<file path="config.mk">
export PLATFORM = sky130hd
export DESIGN_NAME = icetap_data_readout
export DESIGN_NICKNAME = d
export VERILOG_FILES = /design/src/rtl/icetap_data_readout.sv
export SDC_FILE = /design/constraint.sdc
export NUM_CORES = 1
export LEC_CHECK = 0
export BUFFER_PORTS_ARGS = -buffer_cell sky130_fd_sc_hd__buf_2
export CAP_MARGIN = 20
export CORE_ASPECT_RATIO = 2
export CORE_UTILIZATION = 45
export DETAILED_ROUTE_END_ITERATION = 8
export PLACE_DENSITY = 0.73
export SYNTH_ARGS = -nofsm -noshare
export SYNTH_HDL_FRONTEND = slang
export SYNTH_SLANG_ARGS = --single-unit
</file>
<file path="constraint.sdc">
create_clock -name scan_clk -period 1.7 [get_ports scan_clk]
set_input_delay 0.34 -clock scan_clk [delete_from_list [all_inputs] [get_ports scan_clk]]
set_output_delay 0.34 -clock scan_clk [all_outputs]
set_load 0.01 [all_outputs]
</file>
<file path="src/rtl/icetap_data_readout.sv">
// Streams capture-RAM words LSB-first onto the data scan chain, fetching one word per boundary.
// Define ICETAP_DATA_PREFETCH_EN to add a one-word prefetch buffer for gap-free shifting.
module icetap_data_readout #(
    parameter int NR_SIGNALS   = 16,
    parameter int RECORD_DEPTH = 256,
    parameter int READ_LATENCY = 2
) (
    input  logic                  scan_clk,
    input  logic                  scan_reset_,
    input  logic                  data_shift_update,
    input  logic                  data_shift_ena,
    output logic                  data_shift_data,
    output logic                  read_req_first,
    output logic                  read_req_next,
    input  logic [NR_SIGNALS-1:0] read_data,
    output logic                  readout_done,
    output logic                  readout_underrun
);

    localparam int WORD_BITS     = 8 * ((NR_SIGNALS + 7) / 8);
    localparam int RAM_ADDR_BITS = $clog2(RECORD_DEPTH);
    localparam int WC_W          = RAM_ADDR_BITS + 1;
    localparam int BC_W          = $clog2(WORD_BITS);
    localparam logic [BC_W-1:0] LAST_BIT  = BC_W'(WORD_BITS - 1);
    localparam logic [WC_W-1:0] LAST_WORD = WC_W'(RECORD_DEPTH - 1);

    typedef enum logic [1:0] {IDLE, FETCH, SHIFT, DONE} state_t;

    state_t                  state_q;
    logic [WORD_BITS-1:0]    shreg_q;
    logic [BC_W-1:0]         bit_cntr_q;
    logic [WC_W-1:0]         word_cntr_q;
    logic [READ_LATENCY-1:0] pipe_q;
    logic [READ_LATENCY-1:0] pipe_d;
    logic                    req_first_q;
    logic                    req_next_q;
    logic                    done_q;
    logic                    underrun_q;
`ifdef ICETAP_DATA_PREFETCH_EN
    logic [WORD_BITS-1:0]    nxt_buf_q;
    logic                    nxt_valid_q;
`endif

    logic                 token_exit;
    logic                 more_words;
    logic [WORD_BITS-1:0] rd_word;

    // Token pipe mirrors the RAM read latency; a token leaving marks read_data valid.
    assign pipe_d[0] = req_first_q | req_next_q;
    generate
        for (genvar gi = 1; gi < READ_LATENCY; gi++) begin : g_pipe
            assign pipe_d[gi] = pipe_q[gi-1];
        end
    endgenerate

    assign token_exit = pipe_q[READ_LATENCY-1];
    assign more_words = (word_cntr_q != LAST_WORD);
    assign rd_word    = WORD_BITS'(read_data);

    assign data_shift_data  = shreg_q[0];
    assign read_req_first   = req_first_q;
    assign read_req_next    = req_next_q;
    assign readout_done     = done_q;
    assign readout_underrun = underrun_q;

    always_ff @(posedge scan_clk) begin
        if (!scan_reset_) begin
            state_q     <= IDLE;
            shreg_q     <= '0;
            bit_cntr_q  <= '0;
            word_cntr_q <= '0;
            pipe_q      <= '0;
            req_first_q <= 1'b0;
            req_next_q  <= 1'b0;
            done_q      <= 1'b0;
            underrun_q  <= 1'b0;
`ifdef ICETAP_DATA_PREFETCH_EN
            nxt_buf_q   <= '0;
            nxt_valid_q <= 1'b0;
`endif
        end else if (data_shift_update) begin
            // Restart wins over any token exit or shift in the same cycle.
            state_q     <= FETCH;
            shreg_q     <= '0;
            bit_cntr_q  <= '0;
            word_cntr_q <= '0;
            pipe_q      <= '0;
            req_first_q <= 1'b1;
            req_next_q  <= 1'b0;
            done_q      <= 1'b0;
            underrun_q  <= 1'b0;
`ifdef ICETAP_DATA_PREFETCH_EN
            nxt_valid_q <= 1'b0;
`endif
        end else begin
            req_first_q <= 1'b0;
            req_next_q  <= 1'b0;
            pipe_q      <= pipe_d;
            case (state_q)
                IDLE, DONE: begin
                end
                FETCH: begin
                    if (data_shift_ena) begin
                        underrun_q <= 1'b1;
                    end
                    if (token_exit) begin
                        shreg_q <= rd_word;
                        state_q <= SHIFT;
                    end
                end
                SHIFT: begin
`ifdef ICETAP_DATA_PREFETCH_EN
                    if (token_exit) begin
                        nxt_buf_q   <= rd_word;
                        nxt_valid_q <= 1'b1;
                    end
                    if (data_shift_ena && bit_cntr_q == '0 && more_words) begin
                        req_next_q <= 1'b1;
                    end
`endif
                    if (data_shift_ena) begin
                        shreg_q    <= shreg_q >> 1;
                        bit_cntr_q <= bit_cntr_q + 1'b1;
                        if (bit_cntr_q == LAST_BIT) begin
                            bit_cntr_q  <= '0;
                            word_cntr_q <= word_cntr_q + 1'b1;
                            if (!more_words) begin
                                state_q <= DONE;
                                done_q  <= 1'b1;
                            end else begin
`ifdef ICETAP_DATA_PREFETCH_EN
                                // Prefer the buffered word; a word arriving this very cycle bypasses the buffer.
                                if (nxt_valid_q) begin
                                    shreg_q     <= nxt_buf_q;
                                    nxt_valid_q <= 1'b0;
                                end else if (token_exit) begin
                                    shreg_q     <= rd_word;
                                    nxt_valid_q <= 1'b0;
                                end else begin
                                    state_q <= FETCH;
                                end
`else
                                req_next_q <= 1'b1;
                                state_q    <= FETCH;
`endif
                            end
                        end
                    end
                end
                default: begin
                    state_q <= IDLE;
                end
            endcase
        end
    end

endmodule

</file>
### Word-level counts from Yosys, hierarchy flattened

Cells that the tools add are included.

* $add $sub $neg: 2
* equal/unequal tests: 10
* muxes and demuxes: 12
* bitwise operators: 6
* reductions and logical operators: 11

Operator list (count)
* 16-bit 2-to-1 mux: 2
* 16-bit one-hot mux with 2 select lines: 1
* 4-bit AND reduction: 3
* 9-bit by 1-bit adder with 9-bit output (second input constant): 1
* 3-bit != test (second input constant): 3
* 9-bit by 8-bit != test with 1-bit output (second input constant): 1
* 2-bit 2-to-1 mux: 4
* 2-bit != test (second input constant): 3
* 3-bit AND reduction: 2
* 1-bit NOT: 5
* 5-bit OR reduction: 1
* 4-bit by 1-bit adder with 4-bit output (second input constant): 1
* 4-bit equality test (second input constant): 1
* 4-bit 2-to-1 mux: 1
* 2-bit one-hot mux with 2 select lines: 1
* 2-bit AND reduction: 2
* 1-bit 2-to-1 mux: 3
* 3-bit nonzero test: 1
* 2-bit by 1-bit equality test with 1-bit output (second input constant): 1
* 2-bit equality test (second input constant): 1
* 2-bit nonzero test: 1
* 2-bit OR reduction: 1
* 1-bit OR: 1

* register bits: 37
* output and inout bits: 5
* logic and storage cells: 51

### Longest topological paths before layout

Gate-level depths: netlist of run 1.

* depth in word-level cells: 6
* depth in mapped cells: 6
* gate-level depth less buffers: 6

### Worst setup path after synthesis of run 1

OpenSTA, ideal clock, no wires.

* path kind: flip-flop to flip-flop
* start point: register bit_cntr_q[0]
* end point: register word_cntr_q[6]
* data arrival time: 1289 ps
* path slack: 339 ps
* cell stages (with the launch flop): 6
* path buffers: 1
* clock period less this slack: 1361 ps
* path through: dfxtp_1 -> ha_1 -> nand4_1 -> buf_2 -> nor4_1 -> mux2i_1

* cells in the longest elaborated chain, start to end: 2

Ends and longest elaborated chain
* from (decl): line 31 `logic [BC_W-1:0] bit_cntr_q;`
* from (signal assigned): line 123 `bit_cntr_q <= bit_cntr_q + 1'b1;`
* 4-bit equality test: line 124 `if (bit_cntr_q == LAST_BIT) begin`
* 3-bit AND reduction (no line)
* to (signal assigned): line 126 `word_cntr_q <= word_cntr_q + 1'b1;`
* to (decl): line 32 `logic [WC_W-1:0] word_cntr_q;`

No other way between the ends.
A chain may end at the register's enable or synchronous reset.

### Worst setup path after layout of run 1

* start point: register bit_cntr_q[0]
* end point: register word_cntr_q[4]

The elaborated chain is that of the path after synthesis.

==> results of run 1 <==
## through the flow
stage	power [mW]	area (um^2)	setup WS, ns
floorplan	0.9428	1712	0.3391
global placement	0.9788	1892	0.2098
detailed placement	0.9804	1892	0.1862
CTS	1.594	1978	0.1656
global route	1.643	1978	0.06850
finish	1.579	1978	0.1588
## kinds of logic (layout without fill, tap and decap cells)
logic type / Yosys count / after routing / synth area share [%]
XOR/XNOR: 2 / 2 / 1.024
multiplexers: 3 / 3 / 1.754
flip-flops: 37 / 37 / 43.27
adder cells (fa/ha/maj): 3 / 3 / 2.193
AO/OA/AOI/OAI: 40 / 40 / 16.08
buffers and inverters: 22 / 47 / 6.725
AND/OR/NAND/NOR: 94 / 94 / 28.95
## power breakdown
part / switching [mW] / total [mW] / internal, mW
Clock: 0.298 / 0.620 / 0.322
Sequential: 0.00761 / 0.880 / 0.873
Combinational: 0.0395 / 0.0786 / 0.0391
## layout by cell type (no fill, tap or decap), drive strengths merged, types with 2 or more instances in the layout
master	n
clkbuf	7
o31ai	2
ha	3
nand3	5
o21ai	6
a311oi	15
or4	2
and2	2
nand4	5
mux2i	3
a21oi	11
a31oi	2
or3	2
a211oi	2
inv	5
nor2b	2
and3b	2
nor4	5
dfxtp	37
buf	35
nor2	7
nand2b	5
nor3	16
nand2	37
## how the worst max path moves through the flow
stage | from | end | cells after the start
floorplan | bit_cntr_q[0] | word_cntr_q[6] | 5
global placement | bit_cntr_q[0] | word_cntr_q[3] | 5
detailed placement | bit_cntr_q[0] | word_cntr_q[4] | 5
CTS | bit_cntr_q[0] | word_cntr_q[4] | 5
global route | bit_cntr_q[0] | word_cntr_q[4] | 5
finish | bit_cntr_q[0] | word_cntr_q[4] | 5
## layout make-up
cell class | count | area share (%)
Timing Repair Buffer | 35 | 10.88
Sequential cell | 37 | 37.44
Inverter | 5 | 0.9488
Clock buffer | 7 | 4.364
Tap cell | 49 | 3.099
Multi-Input combinational cell | 142 | 43.26
## registers in the layout, summed over array words and instances, names as in the netlist
signal / count
bit_cntr_q: 4
readout_done: 1
state_q: 2
read_req_next: 1
readout_underrun: 1
pipe_q: 2
shreg_q: 16
read_req_first: 1
word_cntr_q: 9
## worst register-to-register path: stages, from the launching register on
cell and delay (ns):
dfxtp_1 0.37, ha_1 0.21, nand4_1 0.10, buf_4 0.18, or4_1 0.47, a21oi_1 0.15
## layer usage
| layer | up-vias | global-route usage (%) | wire length (um) |
|---|---|---|---|
| met5 | - | 0 | 0 |
| met1 | 732 | 20.48 | 1468 |
| li1 | 773 | - | - |
| met4 | 0 | 12.67 | 92 |
| met3 | 8 | 5.657 | 123 |
| met2 | 29 | 34.42 | 2051 |
==> flow_summary.ini, run 1 <==
[outcome]
status = finished clean

[placement]
gp_congestion = 0.8509
place_inst = 268
port_buffers = 24
hpwlAfterDp_mm = 2.684

[worst_hold_path]
hp-class = in2reg
hp-start = data_shift_update
min_to = read_req_first
hold_path_depth = 2

[timing]
hold_ws_ns = 0.3061
max_slew.worst_pin.slew_ns = 0.4638
finalSetupViolations = 0
final.setup.tns_ns = 0
finalHoldViolations = 0
rsz0062_at_grt = false
fin_skew_ns = 0.007044
drv_slew = 0
fmaxAchievable_mhz = 648.9
max_slew_margin_pct = 69.02
fin_crit_sh_pct = 90.66
fin_crit_ns = 1.541

[drt]
vias_per_cell = 5.607
route.detailed.drc = 0
wl_per_cell_um = 13.59
drt_wl_total_mm = 3.736
drt_pass1_iterations = 4
antenna_left = 0
vias = 1542
drt_iter0_drc = 35

[final_layout]
drive_above_1_share_pct = 19.91
area_delta_synth_final_pct = 15.57
fillers = 370
nNetsFinal = 249
diodes = 0
fin_cells = 275
layout.area.seq_um2 = 740.7
final_core_util_pct = 54.84
multiInputGateArea_um2 = 855.8

[grt]
grt_overflow = 0
antenna_found_initial = 0
grt_pass1_vias = 1348
grt_first_pass_wirelength_mm = 5.809
track_usage_pct = 20.13
grt_max_degree = 18

[critical_path]
path_delay_family = simple AND/OR/NAND/NOR gates
reg2reg_slack_ns = 0.16
path_cells = ha_1, nand4_1, buf_4, or4_1, a21oi_1
r2r-end = word_cntr_q[4]
critPathRequiredTime_ns = 1.92
end_kind = register
crit_buf_inv = 1
r2r_start = bit_cntr_q[0]
crit_path_max_fanout = 13
criticalPathCategory = reg2reg
start_kind = register
cp.arrival_ns = 1.76
reg2reg_depth = 5
crit_path_top_delay_cell = or4_1
cp_slowest_stage_delay_ns = 0.47

[clocking]
ctsHtreeMaxLevel = 2
cts.sinks = 37
clk_pin_slew_ns = 0.07
cts-root-buf = clkbuf_8
ctsHoldBuffers = 0
cts_max_path_buffers = 2
cts_tree = built
postCtsSetupBuffers = 0
cts_buffers = 5
clk_latency_ns = 0.29
post_cts_resized = 0

[synth]
synth.top_cells.by_count = dfxtp_1, nand2_1, nor3_1
synth_nets = 224
async_flop_share_pct = 0
syn_avg_cell_area_um2 = 8.516
synth-seq-cells = 37
synth_cell_types = 35
synth_edf_count = 0
synthTopCellsByArea = dfxtp_1, nand2_1, a311oi_1
synth_seq_area_share_pct = 43.27
yosys_warnings = 0
syn_inst = 201
synth_top_area_share_pct = 43.27
synth_top_area_cell = dfxtp_1
syn_area_um2 = 1712
synthFlopType = dfxtp_1

[die]
num_rows = 31
die_h_um = 89.22
die_area_um2 = 4069
start_util_pct = 47.45
core_um2 = 3607
ios = 25
dieWidth_um = 45.61

[power_and_ir_drop]
leakagePower_nw = 0.7281
p_per_area_nw_per_um2 = 798.1
peakVddDrop_uv = 526.8

[job]
cap_violations = 0
No activity file was read; power rests on OpenSTA's default activity.
==> inputs of run 2 (changes only) <==
--- a/config.mk
+++ b/config.mk
@@ -7,10 +7,12 @@
 export LEC_CHECK = 0
 export BUFFER_PORTS_ARGS = -buffer_cell sky130_fd_sc_hd__buf_2
 export CAP_MARGIN = 20
+export CELL_PAD_IN_SITES_DETAIL_PLACEMENT = 0
+export CELL_PAD_IN_SITES_GLOBAL_PLACEMENT = 2
 export CORE_ASPECT_RATIO = 2
-export CORE_UTILIZATION = 45
+export CORE_UTILIZATION = 33
 export DETAILED_ROUTE_END_ITERATION = 8
-export PLACE_DENSITY = 0.73
+export PLACE_DENSITY = 0.85
 export SYNTH_ARGS = -nofsm -noshare
 export SYNTH_HDL_FRONTEND = slang
 export SYNTH_SLANG_ARGS = --single-unit
==> flow_summary.ini, run 2 (synthesized netlist as in run 1, its figures left out) <==
[die]
num_rows = 36
start_util_pct = 34.86
die_area_um2 = 5496
core_um2 = 4910
ios = 25
die_h_um = 103.9
dieWidth_um = 52.93

[power_and_ir_drop]
p_clk_share_pct = 41.8
p_int_mw = 1.280
switching_share_pct = 22.47
p_sw_mw = 0.3710
seq_power_share_pct = 53.2
leakagePower_nw = 0.7351
p_comb_share_pct = 5.0
p_per_area_nw_per_um2 = 822.4
peakVddDrop_uv = 560.2

[placement]
place_inst = 275
port_buffers = 24
hpwlAfterDp_mm = 2.847
gp_congestion = 0.7285

[critical_path]
criticalPathCategory = reg2reg
crit_start = bit_cntr_q[0]
critPathRequiredTime_ns = 1.93
start_kind = register
crit_path_max_fanout = 13
r2r_start = bit_cntr_q[0]
cp.arrival_ns = 1.74
end_kind = register

[grt]
grt_pass1_vias = 1494
grt_max_degree = 21
track_usage_pct = 17.03
grt_first_pass_wirelength_mm = 6.955
antenna_found_initial = 0
grt_overflow = 0

[outcome]
status = finished clean

[clocking]
cts-root-buf = clkbuf_8
ctsHoldBuffers = 0
post_cts_resized = 0
cts_max_path_buffers = 2
ctsHtreeMaxLevel = 2
cts_buffers = 5
cts.sinks = 37
clk_latency_ns = 0.30
clk_pin_slew_ns = 0.07
cts_tree = built
postCtsSetupBuffers = 0

[timing]
max_slew.worst_pin.slew_ns = 0.4685
fin_skew_ns = 0.007200
fmaxAchievable_mhz = 661.3
rsz0062_at_grt = false
fin_crit_ns = 1.512
max_slew_margin_pct = 68.70
final.setup.tns_ns = 0
fin_crit_sh_pct = 88.95
finalHoldViolations = 0
drv_slew = 0
finalSetupViolations = 0

[final_layout]
nNetsFinal = 248
final_cell_mix = nand2_1, dfxtp_1, buf_2
largest-register = shreg_q
fin_cells = 283
layout.area.seq_um2 = 740.7
reg.largest.list = shreg_q (16), word_cntr_q (9), bit_cntr_q (4)
fillers = 524
drive_above_1_share_pct = 20.35
diodes = 0
multiInputGateArea_um2 = 855.8
largest_reg_flops = 16
area_delta_synth_final_pct = 17.32

[job]
cap_violations = 0

[drt]
drt_pass1_iterations = 4
vias = 1519
vias_per_cell = 5.367
drt_iter0_drc = 24
wl_per_cell_um = 14.08
drt_wl_total_mm = 3.984
antenna_left = 0
route.detailed.drc = 0

[worst_hold_path]
hp-start = data_shift_update
hp-class = in2reg
## run 2: changes by cell type in the layout (fill, tap and decap cells not counted)
cell | previous run | this run
buf_4 | 10 | 8
buf_12 | 1 | 2
clkbuf_1 | 1 | 0
clkbuf_8 | 6 | 7
clkinv_2 | 0 | 1
## run 2: worst max-delay path, cell delays in order, from the launching register on
cell and delay, ns:
dfxtp_1 0.37, ha_1 0.20, nand4_1 0.09, buf_4 0.18
or4_1 0.47, a21oi_1 0.14
## run 2: power by group through the flow
stage	registers, mW	clock network, mW	logic [mW]
after global routing	0.880	0.751	0.0929
final	0.879	0.690	0.0826
after CTS	0.879	0.706	0.0843
after global placement	0.900	0	0.0831
after floorplan	0.896	0	0.0463
after detailed placement	0.900	0	0.0837
## run 2: through the flow
stage	instance area [um^2]	setup WS (ns)	power [mW]	hold slack [ns]	util (%)
after floorplan	1712	0.3391	0.9428	0.4057	-
after global placement	1907	0.2383	0.9832	0.4247	38.84
after detailed placement	1907	0.1804	0.9834	0.4381	38.84
after CTS	2008	0.1753	1.670	0.2932	40.90
after global routing	2008	0.05892	1.724	0.3047	40.90
final	2008	0.1878	1.652	0.2947	40.90
## run 2: cell type report
cell class | count | share of cell area (%)
clock buffers | 7 | 4.797
clock inverters | 1 | 0.2492
inverters | 5 | 0.9346
multi-input cells | 142 | 42.62
flip-flops and latches | 37 | 36.88
well taps | 57 | 3.551
repair buffers | 34 | 10.97
## run 2: routing by layer
layer / up-vias / global-route usage, % / wire length (um)
met5: - / 0 / 0
met4: 0 / 7.895 / 91
met3: 7 / 3.947 / 108
met2: 25 / 29.29 / 2250
met1: 716 / 18.66 / 1534
li1: 771 / - / -
## run 2: worst paths after layout
kind               endpoint  slack [ns]  cells after the start
max reg2reg  word_cntr_q[3]        0.19                      5
max          word_cntr_q[3]        0.19                      5
min          read_req_first        0.29                      2
min reg2reg       pipe_q[1]        0.46                      1
==> inputs of run 3 (changes only) <==
--- a/config.mk
+++ b/config.mk
@@ -13,6 +13,7 @@
 export CORE_UTILIZATION = 33
 export DETAILED_ROUTE_END_ITERATION = 8
 export PLACE_DENSITY = 0.85
+export SETUP_SLACK_MARGIN = 0.4
 export SYNTH_ARGS = -nofsm -noshare
 export SYNTH_HDL_FRONTEND = slang
 export SYNTH_SLANG_ARGS = --single-unit
==> constraint.sdc (replaced) <==
create_clock -name scan_clk -period 1.7 [get_ports scan_clk]
set_input_delay 0.34 -clock scan_clk [delete_from_list [all_inputs] [get_ports scan_clk]]
set_output_delay 0.34 -clock scan_clk [all_outputs]
set_load 0.02 [all_outputs]
==> flow_summary.ini, run 3 (synthesized netlist as in run 1, its figures left out) <==
[clocking]
ctsHtreeMaxLevel = 2
cts_max_path_buffers = 2
clk_pin_slew_ns = 0.07
ctsHoldBuffers = 0
clk_latency_ns = 0.29
cts_tree = built
cts_buffers = 5
cts-root-buf = clkbuf_8
cts.sinks = 37

[timing]
drv_slew = 0
fmaxAchievable_mhz = 714.3
finalSetupViolations = 0
fin_crit_sh_pct = 82.35
final.setup.tns_ns = 0
fin_ws_ns = 0.3000
finalHoldViolations = 0
fin_skew_ns = 0.004790
fin_crit_ns = 1.400
max_slew.worst_pin.slew_ns = 0.5512
rsz0062_at_grt = true
max_slew_margin_pct = 63.18

[power_and_ir_drop]
power_mw = 1.559
p_sw_mw = 0.3576
switching_share_pct = 22.94
p_clk_share_pct = 38.5
p_comb_share_pct = 5.0
p_per_area_nw_per_um2 = 712.3
seq_power_share_pct = 56.5
p_int_mw = 1.201
peakVddDrop_uv = 709.7
leakagePower_nw = 0.8239

[drt]
vias_per_cell = 5.353
antenna_left = 0
vias = 1563
drt_wl_total_mm = 4.221
wl_per_cell_um = 14.46
drt_pass1_iterations = 4
route.detailed.drc = 0
drt_iter0_drc = 16

[final_layout]
diodes = 0
nNetsFinal = 257
final_cell_mix = nand2_1, dfxtp_1, buf_2
multiInputGateArea_um2 = 968.4
reg.largest.list = shreg_q (16), word_cntr_q (9), bit_cntr_q (4)
final_common_cell = nand2_1
layout.area.seq_um2 = 750.7
largest-register = shreg_q
largest_reg_flops = 16
area_delta_synth_final_pct = 27.85
final_area_um2 = 2188
fin_cells = 292
fillers = 498
drive_above_1_share_pct = 30.21

[critical_path]
end_kind = register
start_kind = register
criticalPathCategory = reg2reg
critPathRequiredTime_ns = 1.92
crit_path_max_fanout = 4
cp.arrival_ns = 1.62

[die]
ios = 25
start_util_pct = 34.86
core_um2 = 4910
num_rows = 36
die_h_um = 103.9
dieWidth_um = 52.93
die_area_um2 = 5496

[worst_hold_path]
hp-class = in2reg

[job]
cap_violations = 0

[grt]
grt_overflow = 0
antenna_found_initial = 0
grt_pass1_vias = 1564
grt_max_degree = 32
grt_first_pass_wirelength_mm = 7.182
track_usage_pct = 17.46

[placement]
dpl_worst_slack_ns = 0.1980
gp_congestion = 0.7188
port_buffers = 24
place_inst = 274
hpwlAfterDp_mm = 2.803
post_dp_cell_area_um2 = 1939

[outcome]
status = finished clean
## run 3: timing repair
item                                    in CTS  in global routing
gates resized for setup                     17                  7
cloned                                       2                  0
pin swaps                                    4                  9
endpoints found under the setup margin      23                 28
buffers inserted                             7                  1
## run 3: layer usage
metal	part of all wire, %	wire length, um	global-route usage (%)
met4	2.9	121	7.519
met5	0	0	0
met2	53	2250	30.65
met1	41	1731	18.74
met3	2.8	117	4.094
## run 3: area by class of cell
cell class | count | share of cell area (%)
Clock buffer | 8 | 3.659
Inverter | 5 | 0.8576
Multi-Input combinational cell | 143 | 44.25
Sequential cell | 37 | 34.31
Tap cell | 57 | 3.259
Timing Repair Buffer | 42 | 13.66
## run 3: worst paths after layout
path,startpoint,end,slack (ns),depth (start not counted)
min reg2reg,pipe_q[0],pipe_q[1],0.45,1
max reg2reg,bit_cntr_q[1],word_cntr_q[3],0.30,4
min,read_data[6],shreg_q[6],0.31,3
max,bit_cntr_q[1],word_cntr_q[3],0.30,4
## run 3: power groups by stage
stage	logic, mW	registers (mW)	clock network, mW
after global routing	0.0861	0.881	0.664
after floorplan	0.0464	0.898	0
after global placement	0.0775	0.901	0
after detailed placement	0.0781	0.901	0
after CTS	0.0794	0.881	0.619
final	0.0784	0.881	0.600
## run 3: worst max-delay path: stages (launching register included)
cell and delay, ns:
dfxtp_2 0.35, ha_4 0.13, nand4_1 0.20, or4_1 0.52, a21oi_1 0.13
## run 3: stage by stage
stage	util, %	hold slack (ns)
floorplan	-	0.4057
global placement	39.50	0.4231
detailed placement	39.50	0.4184
CTS	43.91	0.3102
global route	44.57	0.3052
finish	44.57	0.3139
